## src/rtl/hub75_pkg.sv

```systemverilog
// Shared constants and types for the HUB75 panel-side receiver.
// Holds the default geometry, the colour index constants used to address the
// six shift/hold planes, the receiver state enum and the row-record payload.
package hub75_pkg;

    localparam int unsigned DEF_PANEL_WIDTH = 32;
    localparam int unsigned DEF_ADDR_W      = 5;
    localparam int unsigned DEF_CNT_W       = 6;

    // Colour index inside one half; plane index = half*3 + colour.
    localparam int unsigned R = 0;
    localparam int unsigned G = 1;
    localparam int unsigned B = 2;

    typedef enum logic {
        RX_IDLE = 1'b0,
        RX_RUN  = 1'b1
    } rx_state_e;

    typedef struct packed {
        logic [DEF_ADDR_W-1:0]      addr;
        logic [DEF_PANEL_WIDTH-1:0] r0;
        logic [DEF_PANEL_WIDTH-1:0] g0;
        logic [DEF_PANEL_WIDTH-1:0] b0;
        logic [DEF_PANEL_WIDTH-1:0] r1;
        logic [DEF_PANEL_WIDTH-1:0] g1;
        logic [DEF_PANEL_WIDTH-1:0] b1;
    } row_rec_t;

endpackage

```

## src/rtl/hub75_sync_edge.sv

```systemverilog
// Two-flop synchroniser with optional rising-edge detection.
// Ports:
//   clk, rst_n : system clock, async active-low reset
//   d_i        : asynchronous input bus
//   q_o        : synchronised (and, with edges, optionally filtered) level
//   rise_o     : one-cycle pulse per rising edge of q_o (zero when HAS_EDGE=0)
// Build option HUB75_RX_FILTER_EN: edge-detecting instances only accept a new
// level once two consecutive samples agree, rejecting single-cycle glitches at
// the cost of one extra cycle of latency.
module hub75_sync_edge #(
    parameter int unsigned  W        = 1,
    parameter bit           HAS_EDGE = 1'b1,
    parameter logic [W-1:0] RST_VAL  = '0
) (
    input  logic         clk,
    input  logic         rst_n,
    input  logic [W-1:0] d_i,
    output logic [W-1:0] q_o,
    output logic [W-1:0] rise_o
);

    logic [W-1:0] meta_q;
    logic [W-1:0] sync_q;

    // Plain two-flop synchroniser.
    always_ff @(posedge clk or negedge rst_n) begin
        if (!rst_n) begin
            meta_q <= RST_VAL;
            sync_q <= RST_VAL;
        end else begin
            meta_q <= d_i;
            sync_q <= meta_q;
        end
    end

    if (HAS_EDGE) begin : g_edge
        logic [W-1:0] lvl;
        logic [W-1:0] prev_q;

`ifdef HUB75_RX_FILTER_EN
        logic [W-1:0] filt_q;
        logic [W-1:0] differ;

        // Adopt a level only when both synchroniser stages agree on it.
        assign differ = meta_q ^ sync_q;

        always_ff @(posedge clk or negedge rst_n) begin
            if (!rst_n) begin
                filt_q <= RST_VAL;
            end else begin
                filt_q <= (~differ & sync_q) | (differ & filt_q);
            end
        end

        assign lvl = filt_q;
`else
        assign lvl = sync_q;
`endif

        always_ff @(posedge clk or negedge rst_n) begin
            if (!rst_n) begin
                prev_q <= RST_VAL;
            end else begin
                prev_q <= lvl;
            end
        end

        assign q_o    = lvl;
        assign rise_o = lvl & ~prev_q;
    end else begin : g_level
        assign q_o    = sync_q;
        assign rise_o = '0;
    end

endmodule

```

## src/rtl/hub75_rx.sv

```systemverilog
// HUB75 panel-side receiver: oversamples CK/LA/BL/A/RGB on clk, deserialises
// each shifted row pair and presents it on LA as a row record (valid/ready).
// Ports:
//   clk, rst_n                 : system clock, async active-low reset
//   hub_ck, hub_la, hub_bl     : HUB75 shift clock, latch, blank (async)
//   hub_addr, hub_rgb0/1       : row address and {B,G,R} for upper/lower half
//   row_valid / row_ready      : record handshake
//   row_addr, row_{r,g,b}{0,1} : record; plane MSB is the first pixel shifted
//   blank                      : synchronised hub_bl
//   width_err, overrun         : sticky error flags
// Build option HUB75_RX_FILTER_EN: glitch filter on CK/LA (see hub75_sync_edge).
module hub75_rx
    import hub75_pkg::*;
#(
    parameter int unsigned PANEL_WIDTH = DEF_PANEL_WIDTH,
    parameter int unsigned ADDR_W      = DEF_ADDR_W,
    parameter int unsigned CNT_W       = DEF_CNT_W
) (
    input  logic                   clk,
    input  logic                   rst_n,
    input  logic                   hub_ck,
    input  logic                   hub_la,
    input  logic                   hub_bl,
    input  logic [ADDR_W-1:0]      hub_addr,
    input  logic [2:0]             hub_rgb0,
    input  logic [2:0]             hub_rgb1,
    output logic                   row_valid,
    input  logic                   row_ready,
    output logic [ADDR_W-1:0]      row_addr,
    output logic [PANEL_WIDTH-1:0] row_r0,
    output logic [PANEL_WIDTH-1:0] row_g0,
    output logic [PANEL_WIDTH-1:0] row_b0,
    output logic [PANEL_WIDTH-1:0] row_r1,
    output logic [PANEL_WIDTH-1:0] row_g1,
    output logic [PANEL_WIDTH-1:0] row_b1,
    output logic                   blank,
    output logic                   width_err,
    output logic                   overrun
);

    localparam int unsigned NP = 6;
    localparam int unsigned DW = 1 + ADDR_W + NP;

    logic [1:0]    cl_rise;
    logic [1:0]    cl_lvl_unused;
    logic [DW-1:0] data_s;
    logic [DW-1:0] data_rise_unused;
    logic          ck_rise;
    logic          la_rise;
    logic [NP-1:0] rgb_s;
    logic [ADDR_W-1:0] addr_s;

    // Control strobes: {la, ck}.
    hub75_sync_edge #(
        .W       (2),
        .HAS_EDGE(1'b1),
        .RST_VAL (2'b00)
    ) u_sync_cl (
        .clk   (clk),
        .rst_n (rst_n),
        .d_i   ({hub_la, hub_ck}),
        .q_o   (cl_lvl_unused),
        .rise_o(cl_rise)
    );

    // Data bus: {bl, addr, rgb1, rgb0}; bl resets high so blank reads 1.
    hub75_sync_edge #(
        .W       (DW),
        .HAS_EDGE(1'b0),
        .RST_VAL ({1'b1, {(DW-1){1'b0}}})
    ) u_sync_data (
        .clk   (clk),
        .rst_n (rst_n),
        .d_i   ({hub_bl, hub_addr, hub_rgb1, hub_rgb0}),
        .q_o   (data_s),
        .rise_o(data_rise_unused)
    );

    assign ck_rise = cl_rise[0];
    assign la_rise = cl_rise[1];
    assign rgb_s   = data_s[NP-1:0];
    assign addr_s  = data_s[NP +: ADDR_W];

    rx_state_e                       state_q, state_d;
    logic [CNT_W-1:0]                cnt_q, cnt_d, cnt_post;
    logic [NP-1:0][PANEL_WIDTH-1:0]  sh_q, sh_d, shifted;
    logic [NP-1:0][PANEL_WIDTH-1:0]  hold_q, hold_d;
    logic [ADDR_W-1:0]               addr_q, addr_d;
    logic                            valid_q, valid_d;
    logic                            werr_q, werr_d;
    logic                            ovr_q, ovr_d;

    // State register.
    always_ff @(posedge clk or negedge rst_n) begin
        if (!rst_n) begin
            state_q <= RX_IDLE;
        end else begin
            state_q <= state_d;
        end
    end

    // Datapath registers.
    always_ff @(posedge clk or negedge rst_n) begin
        if (!rst_n) begin
            cnt_q   <= '0;
            sh_q    <= '0;
            hold_q  <= '0;
            addr_q  <= '0;
            valid_q <= 1'b0;
            werr_q  <= 1'b0;
            ovr_q   <= 1'b0;
        end else begin
            cnt_q   <= cnt_d;
            sh_q    <= sh_d;
            hold_q  <= hold_d;
            addr_q  <= addr_d;
            valid_q <= valid_d;
            werr_q  <= werr_d;
            ovr_q   <= ovr_d;
        end
    end

    // Next-state and datapath: shift is resolved before the latch so a
    // coincident CK/LA includes the last bit and checks the new count.
    always_comb begin
        state_d  = state_q;
        shifted  = sh_q;
        cnt_post = cnt_q;
        hold_d   = hold_q;
        addr_d   = addr_q;
        valid_d  = valid_q;
        werr_d   = werr_q;
        ovr_d    = ovr_q;

        if (state_q == RX_RUN && ck_rise) begin
            for (int unsigned p = 0; p < NP; p++) begin
                shifted[p] = {sh_q[p][PANEL_WIDTH-2:0], rgb_s[p]};
            end
            cnt_post = (cnt_q == {CNT_W{1'b1}}) ? cnt_q : cnt_q + CNT_W'(1);
        end

        sh_d  = shifted;
        cnt_d = cnt_post;

        if (valid_q && row_ready) begin
            valid_d = 1'b0;
        end

        case (state_q)
            RX_IDLE: begin
                // Priming latch: aligns to a row boundary, emits nothing.
                if (la_rise) begin
                    state_d = RX_RUN;
                    cnt_d   = '0;
                end
            end
            RX_RUN: begin
                if (la_rise) begin
                    hold_d  = shifted;
                    addr_d  = addr_s;
                    valid_d = 1'b1;
                    cnt_d   = '0;
                    if (cnt_post != CNT_W'(PANEL_WIDTH)) begin
                        werr_d = 1'b1;
                    end
                    if (valid_q && !row_ready) begin
                        ovr_d = 1'b1;
                    end
                end
            end
            default: begin
                state_d = RX_IDLE;
            end
        endcase
    end

    assign row_valid = valid_q;
    assign row_addr  = addr_q;
    assign row_r0    = hold_q[R];
    assign row_g0    = hold_q[G];
    assign row_b0    = hold_q[B];
    assign row_r1    = hold_q[3 + R];
    assign row_g1    = hold_q[3 + G];
    assign row_b1    = hold_q[3 + B];
    assign blank     = data_s[DW-1];
    assign width_err = werr_q;
    assign overrun   = ovr_q;

endmodule

```

## config.mk

```make
export PLATFORM = sky130hd
export DESIGN_NAME = hub75_rx
export DESIGN_NICKNAME = d
export VERILOG_FILES = /design/src/rtl/hub75_pkg.sv /design/src/rtl/hub75_sync_edge.sv /design/src/rtl/hub75_rx.sv
export SDC_FILE = /design/constraint.sdc
export NUM_CORES = 1
export LEC_CHECK = 0
export CAP_MARGIN = 20
export CORE_MARGIN = 4
export CORE_UTILIZATION = 55
export DETAILED_ROUTE_END_ITERATION = 10
export PLACE_DENSITY = 0.8
export SLEW_MARGIN = 20
export SYNTH_ARGS = -nofsm -noshare
export SYNTH_HDL_FRONTEND = slang
export SYNTH_HIERARCHICAL = 1
export SYNTH_SLANG_ARGS = --single-unit
export TNS_END_PERCENT = 5
```

## constraint.sdc

```tcl
create_clock -name clk -period 3.32 [get_ports clk]
set_input_delay 0.332 -clock clk [delete_from_list [all_inputs] [get_ports clk]]
set_output_delay 0.332 -clock clk [all_outputs]
set_load 0.05 [all_outputs]
```

==> impl_metrics.env, run 1 <==
export IMPL_run_status="finished, final reports clean"
export IMPL_antenna_found_initial=0
export IMPL_via_count=9979
export IMPL_setup_viol_count_final=0
export IMPL_post_route_cells_drive_above_1_share=0.182
export IMPL_maximum_achievable_frequency_ghz=0.461
export IMPL_portBuffers=217
export IMPL_internal_cell_power_w=0.0105
export IMPL_clock_latency_ps=530
export IMPL_vdd_drop_max_uv=648
export IMPL_final_min_period_over_clock_period=0.653
export IMPL_leakage_nw=9.97
export IMPL_worst_clock_skew_ps=18.8
export IMPL_cts_tree="done"
export IMPL_ff2ff_path_depth=6
export IMPL_core_footprint_sq_mm=0.0280
export IMPL_start_util=0.562
export IMPL_power_density_cell_area_mw_per_mm2=778
export IMPL_crit_path_top_delay_cell="clkdlybuf4s50_1"
export IMPL_critPathRequiredTime_ps=2990
export IMPL_first_global_vias=10642
export IMPL_syn2layout_area_growth_pct=25.8
export IMPL_tritoncts_num_buffers=43
export IMPL_netSwitchingFraction=0.320
export IMPL_worstHoldPathCells=1
export IMPL_critPathTopFamily="buffers and inverters"
export IMPL_crit_path_start_kind="register"
export IMPL_drt_antenna_violating_nets=0
export IMPL_clk_transition_reported_paths_ps=50
export IMPL_max_stage_delay_ps=790
export IMPL_drt_wl_total_um=32700
export IMPL_diodes=0
export IMPL_hold_violations=0
export IMPL_grt_total_usage=0.213
export IMPL_net_switching_power_w=0.00493
export IMPL_synthesized_net_count=1340
export IMPL_setup_worst_path_class="reg -> out"
export IMPL_viasPerCell=5.13
export IMPL_pwr_share_comb=0.243
export IMPL_cts_htree_levels=2
export IMPL_path_max_fanout=1
export IMPL_critical_path_buffer_and_inverter_count=1
export IMPL_tightestPinTransition_ps=860
export IMPL_routed_wire_length_per_instance_um=16.8
export IMPL_detailed_place_hpwl_um=20700
export IMPL_syn_avg_cell_area_sq_um=11.9
export IMPL_rows=61
export IMPL_slew_headroom=0.426
export IMPL_fp_dieArea_sq_mm=0.0314
export IMPL_postCtsSetupRepairBufs=0
export IMPL_hold_path_class="in -> reg"
export IMPL_drv_max_cap_violation_count=0
export IMPL_period_minus_slack_ps=2170
export IMPL_die_h_um=177
export IMPL_synthesis_yosys_warnings=6
export IMPL_first_pass_grt_wire_length_um=54100
export IMPL_grt_setup_unrepaired="false"
export IMPL_finalPower_w=0.0154
export IMPL_tns_ps=0
export IMPL_cts_max_path_buffers=3
export IMPL_chipWidth_um=177
export IMPL_slew_violations=0
export IMPL_power_share_clock=0.320
export IMPL_grt_overflow=0
export IMPL_drt_iter0_drc=749
export IMPL_final_fill_count=1946
export IMPL_num_io_pins=218
export IMPL_post_synth_inst_count=1322
export IMPL_detail_route_first_pass_iterations=7
export IMPL_critPathArrivalTime_ps=1840
export IMPL_clock_root_buffer="clkbuf_16"
export IMPL_critical_path_depth=1
export IMPL_finalNetCount=1554
export IMPL_place_gp_congestion=0.817
export IMPL_maximum_number_of_pins_on_one_net_before_global_route_repair=108
export IMPL_remaining_drcs=0
export IMPL_clock_sinks=429
export IMPL_timing_critical_path_cells="clkdlybuf4s50_1"
export IMPL_netlist_area_sq_mm=0.0157
export IMPL_seqPwrFrac=0.437
export IMPL_crit_path_end_kind="output pin"
-- per-layer routing --
layer | GRT usage | vias to the layer above | share of wire
met3 | 0.0536 | 54 | 0.055
met5 | 0 | - | 0
met2 | 0.351 | 220 | 0.48
met1 | 0.285 | 5038 | 0.44
met4 | 0.0580 | 0 | 0.025
li1 | - | 4667 | -
-- what timing repair did --
item | CTS | global route
gates resized for setup | 0 | 0
hold buffers | 1 | 0
endpoints found under the hold margin | 96 | 0
-- final cells by class --
| type | count | area (sq um) | area share |
|---|---|---|---|
| clock buffer | 61 | 1200 | 0.0608 |
| tap | 378 | 473 | 0.0239 |
| clock inverter | 15 | 241 | 0.0122 |
| timing repair buffer | 236 | 2460 | 0.124 |
| sequential | 429 | 10700 | 0.542 |
| multi-input combinational | 826 | 4690 | 0.237 |
-- through the flow --
stage               utilization  hold WS [ps]  cells  setup slack [ps]  area (sq um)
floorplan                     -          36.4   1322              1640         15700
global placement          0.655           333   1868              1380         18300
detailed placement        0.655           335   1868              1320         18300
CTS                       0.707           190   1945              1120         19800
global route              0.707           204   1945              1110         19800
finish                    0.707           215   1945              1150         19800
-- worst paths after layout --
check	endpoint	from	slack, ps
max	blank	u_sync_data/q_o[11]	1150
min	u_sync_data/meta_q[11]	hub_bl	220
max reg2reg	row_b0[0]	u_sync_cl/q_o[0]	1290
min reg2reg	u_sync_data/q_o[4]	u_sync_data/meta_q[4]	350
max in group asynchronous	u_sync_data/meta_q[11]	rst_n	1930
min in group asynchronous	row_b1[5]	rst_n	450
-- layout by cell type, fill, tap and decap left out, drive strengths merged, types with 2 or more instances in the layout --
cell and instances:
and2 2, mux2 192, dfrtp 427, clkbuf 61
nand3 2, a21oi 3, buf 19, clkinvlp 2
or2 2, nor2 4, and4 2, dfstp 2
inv 3, nor3 3, clkdlybuf4s50 216, clkinv 4
nor2b 2, bufinv 6, nand2 596, a31oi 2
nand4 2
-- power groups by stage --
stage          Clock (W)  Combinational, W  Sequential [W]
3_3_place_gp           0           0.00367         0.00676
3_5_place_dp           0           0.00377         0.00679
4_1_cts          0.00504           0.00379         0.00673
5_1_grt          0.00526           0.00400         0.00684
6_report         0.00493           0.00375         0.00673
2_1_floorplan          0           0.00105         0.00809
-- registers in the layout, summed over array words and instances, names as in the netlist --
| name | count |
|---|---|
| u_sync_data/q_o | 12 |
| row_valid | 1 |
| row_b0 | 32 |
| row_r0 | 32 |
| cnt_q | 6 |
| width_err | 1 |
| row_g0 | 32 |
| row_r1 | 32 |
| u_sync_cl/q_o | 2 |
| overrun | 1 |
| u_sync_cl/meta_q | 2 |
| u_sync_cl/g_edge.prev_q | 2 |
| row_b1 | 32 |
| row_g1 | 32 |
| sh_q | 192 |
| state_q | 1 |
| u_sync_data/meta_q | 12 |
| row_addr | 5 |
No activity file was read; power rests on OpenSTA's default activity.
==> run 2: changes to the inputs <==
--- a/config.mk
+++ b/config.mk
@@ -7,9 +7,9 @@
 export LEC_CHECK = 0
 export CAP_MARGIN = 20
 export CORE_MARGIN = 4
-export CORE_UTILIZATION = 55
+export CORE_UTILIZATION = 49
 export DETAILED_ROUTE_END_ITERATION = 10
-export PLACE_DENSITY = 0.8
+export PLACE_DENSITY = 0.75
 export SLEW_MARGIN = 20
 export SYNTH_ARGS = -nofsm -noshare
 export SYNTH_HDL_FRONTEND = slang
==> constraint.sdc (replaced) <==
create_clock -name clk -period 1.8 [get_ports clk]
set_input_delay 0.18 -clock clk [delete_from_list [all_inputs] [get_ports clk]]
set_output_delay 0.18 -clock clk [all_outputs]
set_load 0.05 [all_outputs]
==> run 2 against run 1 <==
  * Worst hold slack worse by 160 ps
  * Clock skew fell by 1.5 ps
  * First-iteration DRC count down 20%
  * Register-to-register slack worse by 1200 ps
  * Critical path type is now reg -> reg
  * Largest cell class unchanged
==> impl_metrics.env, run 2 (synthesis gave the netlist of run 1 again) <==
export IMPL_slew_violations=0
export IMPL_first_global_vias=10658
export IMPL_drt_antenna_violating_nets=0
export IMPL_final_min_period_over_clock_period=0.978
export IMPL_place_gp_congestion=0.751
export IMPL_path_max_fanout=57
export IMPL_tns_ps=0
export IMPL_cts_max_path_buffers=3
export IMPL_internal_cell_power_w=0.0192
export IMPL_finalPower_w=0.0283
export IMPL_cts_tree="done"
export IMPL_fp_dieArea_sq_mm=0.0351
export IMPL_remaining_drcs=0
export IMPL_critPathRequiredTime_ps=2210
export IMPL_reg2reg_to="row_g1[14]"
export IMPL_final_common_cell="nand2_1"
export IMPL_num_io_pins=218
export IMPL_tritoncts_num_buffers=44
export IMPL_crit_path_start_kind="register"
export IMPL_final_fill_count=2453
export IMPL_leakage_nw=11.0
export IMPL_die_h_um=187
export IMPL_final_cell_count_no_fill=1995
export IMPL_detail_route_first_pass_iterations=6
export IMPL_viasPerCell=4.98
export IMPL_pwr_share_comb=0.229
export IMPL_timing_critical_path_cells="nor2b_4, and2_4, buf_16, mux2_2, nand2_1, nand2_1"
export IMPL_hold_path_class="in -> reg"
export IMPL_detailed_place_hpwl_um=21400
export IMPL_routed_wire_length_per_instance_um=16.5
export IMPL_run_status="finished, final reports clean"
export IMPL_vdd_drop_max_uv=1220
export IMPL_cts_htree_levels=2
export IMPL_grt_overflow=0
export IMPL_max_stage_delay_ps=390
export IMPL_clk_transition_reported_paths_ps=60
export IMPL_maximum_achievable_frequency_ghz=0.568
export IMPL_regMostFlops="sh_q"
export IMPL_clock_sinks=429
export IMPL_finalNetCount=1576
export IMPL_hold_violations=0
export IMPL_setup_worst_path_class="reg -> reg"
export IMPL_worst_hold_path_endpoint="u_sync_data/meta_q[11]"
export IMPL_slew_headroom=0.634
export IMPL_antenna_found_initial=0
export IMPL_worst_clock_skew_ps=17.3
export IMPL_worstHoldStart="hub_bl"
export IMPL_grt_setup_unrepaired="true"
export IMPL_grt_total_usage=0.191
export IMPL_worst_r2r_startpoint="u_sync_cl/q_o[0]"
export IMPL_clock_root_buffer="clkbuf_16"
export IMPL_multi_input_comb_area_sq_mm=0.00469
export IMPL_largest_register_ffs=192
export IMPL_period_minus_slack_ps=1760
export IMPL_start_util=0.498
export IMPL_reg2reg_slack_ps=40
export IMPL_first_pass_grt_wire_length_um=55600
export IMPL_syn2layout_area_growth_pct=26.9
export IMPL_cp_common_cell="nand2_1"
export IMPL_setup_viol_count_final=0
export IMPL_postCtsSetupRepairBufs=0
export IMPL_crit_path_top_delay_cell="dfrtp_1"
export IMPL_maximum_number_of_pins_on_one_net_before_global_route_repair=72
export IMPL_net_switching_power_w=0.00909
export IMPL_worstHoldPathCells=1
export IMPL_power_share_clock=0.334
export IMPL_core_footprint_sq_mm=0.0316
export IMPL_netSwitchingFraction=0.321
export IMPL_ff2ff_path_depth=6
export IMPL_post_route_cells_drive_above_1_share=0.207
export IMPL_diodes=0
export IMPL_clock_latency_ps=530
export IMPL_portBuffers=217
export IMPL_chipWidth_um=187
export IMPL_area_sequential_sq_mm=0.0107
export IMPL_seqPwrFrac=0.437
export IMPL_power_density_cell_area_mw_per_mm2=1420
export IMPL_critPathArrivalTime_ps=2170
export IMPL_critical_path_buffer_and_inverter_count=1
export IMPL_crit_path_end_kind="register"
export IMPL_via_count=9938
export IMPL_critPathTopFamily="simple AND/OR/NAND/NOR gates"
export IMPL_layout_common_cells="595 x nand2_1, 427 x dfrtp_1, 191 x mux2_2"
export IMPL_rows=65
export IMPL_placed_cells_incl_taps=1913
export IMPL_drt_iter0_drc=597
export IMPL_tightestPinTransition_ps=551
export IMPL_drt_wl_total_um=32900
export IMPL_drv_max_cap_violation_count=0
-- run 2: per-layer routing --
layer,track usage,routed length [um],up-vias
li1,-,-,4700
met1,0.278,15400,4968
met2,0.303,15400,223
met3,0.0360,1550,47
met4,0.0421,601,0
met5,0,0,-
-- run 2: power by group through the flow --
stage               clock network, W  registers, W  logic [W]
finish                       0.00944        0.0124    0.00648
global route                  0.0101        0.0126    0.00697
CTS                          0.00966        0.0124    0.00654
detailed placement                 0        0.0125    0.00701
global placement                   0        0.0125    0.00688
floorplan                          0        0.0149    0.00194
-- run 2: worst reg2reg max path, stage by stage, from the launching register on --
cell     delay (ps)
dfrtp_1         390
nor2b_4         170
and2_4          240
buf_16          280
mux2_2          450
nand2_1          70
nand2_1          60
-- run 2: area by class of cell --
type | count | area share
sequential | 429 | 0.538
multi-input combinational | 826 | 0.235
clock buffer | 70 | 0.0692
clock inverter | 11 | 0.00864
tap | 402 | 0.0252
timing repair buffer | 257 | 0.125
-- run 2: timing repair --
item / 4_1_cts / 5_1_grt
endpoints found under the hold margin: 319 / 0
resized for setup: 185 / 2
setup endpoints to repair: 185 / 46
hold buffers: 1 / 0
-- run 2: worst max path at each step --
stage / start / to / slack (ps) / depth (start not counted)
2_1_floorplan: u_sync_cl/g_edge.prev_q[0] / width_err / 120 / 6
3_3_place_gp: u_sync_cl/q_o[0] / row_r1[4] / 90 / 7
3_5_place_dp: u_sync_cl/q_o[0] / row_g1[30] / 70 / 6
4_1_cts: u_sync_cl/q_o[0] / row_g1[30] / 30 / 6
5_1_grt: u_sync_cl/q_o[0] / row_b0[9] / -40 / 7
6_report: u_sync_cl/q_o[0] / row_g1[14] / 40 / 6
-- run 2: per-stage QoR --
step	utilization	cell area, sq um	hold slack [ps]	worst slack (ps)
2_1_floorplan	-	15700	-116	124
3_3_place_gp	0.589	18600	102	86.7
3_5_place_dp	0.589	18600	98.1	67.1
4_1_cts	0.631	20000	29.0	33.2
5_1_grt	0.631	20000	44.0	-41.5
6_report	0.631	20000	52.2	40.0
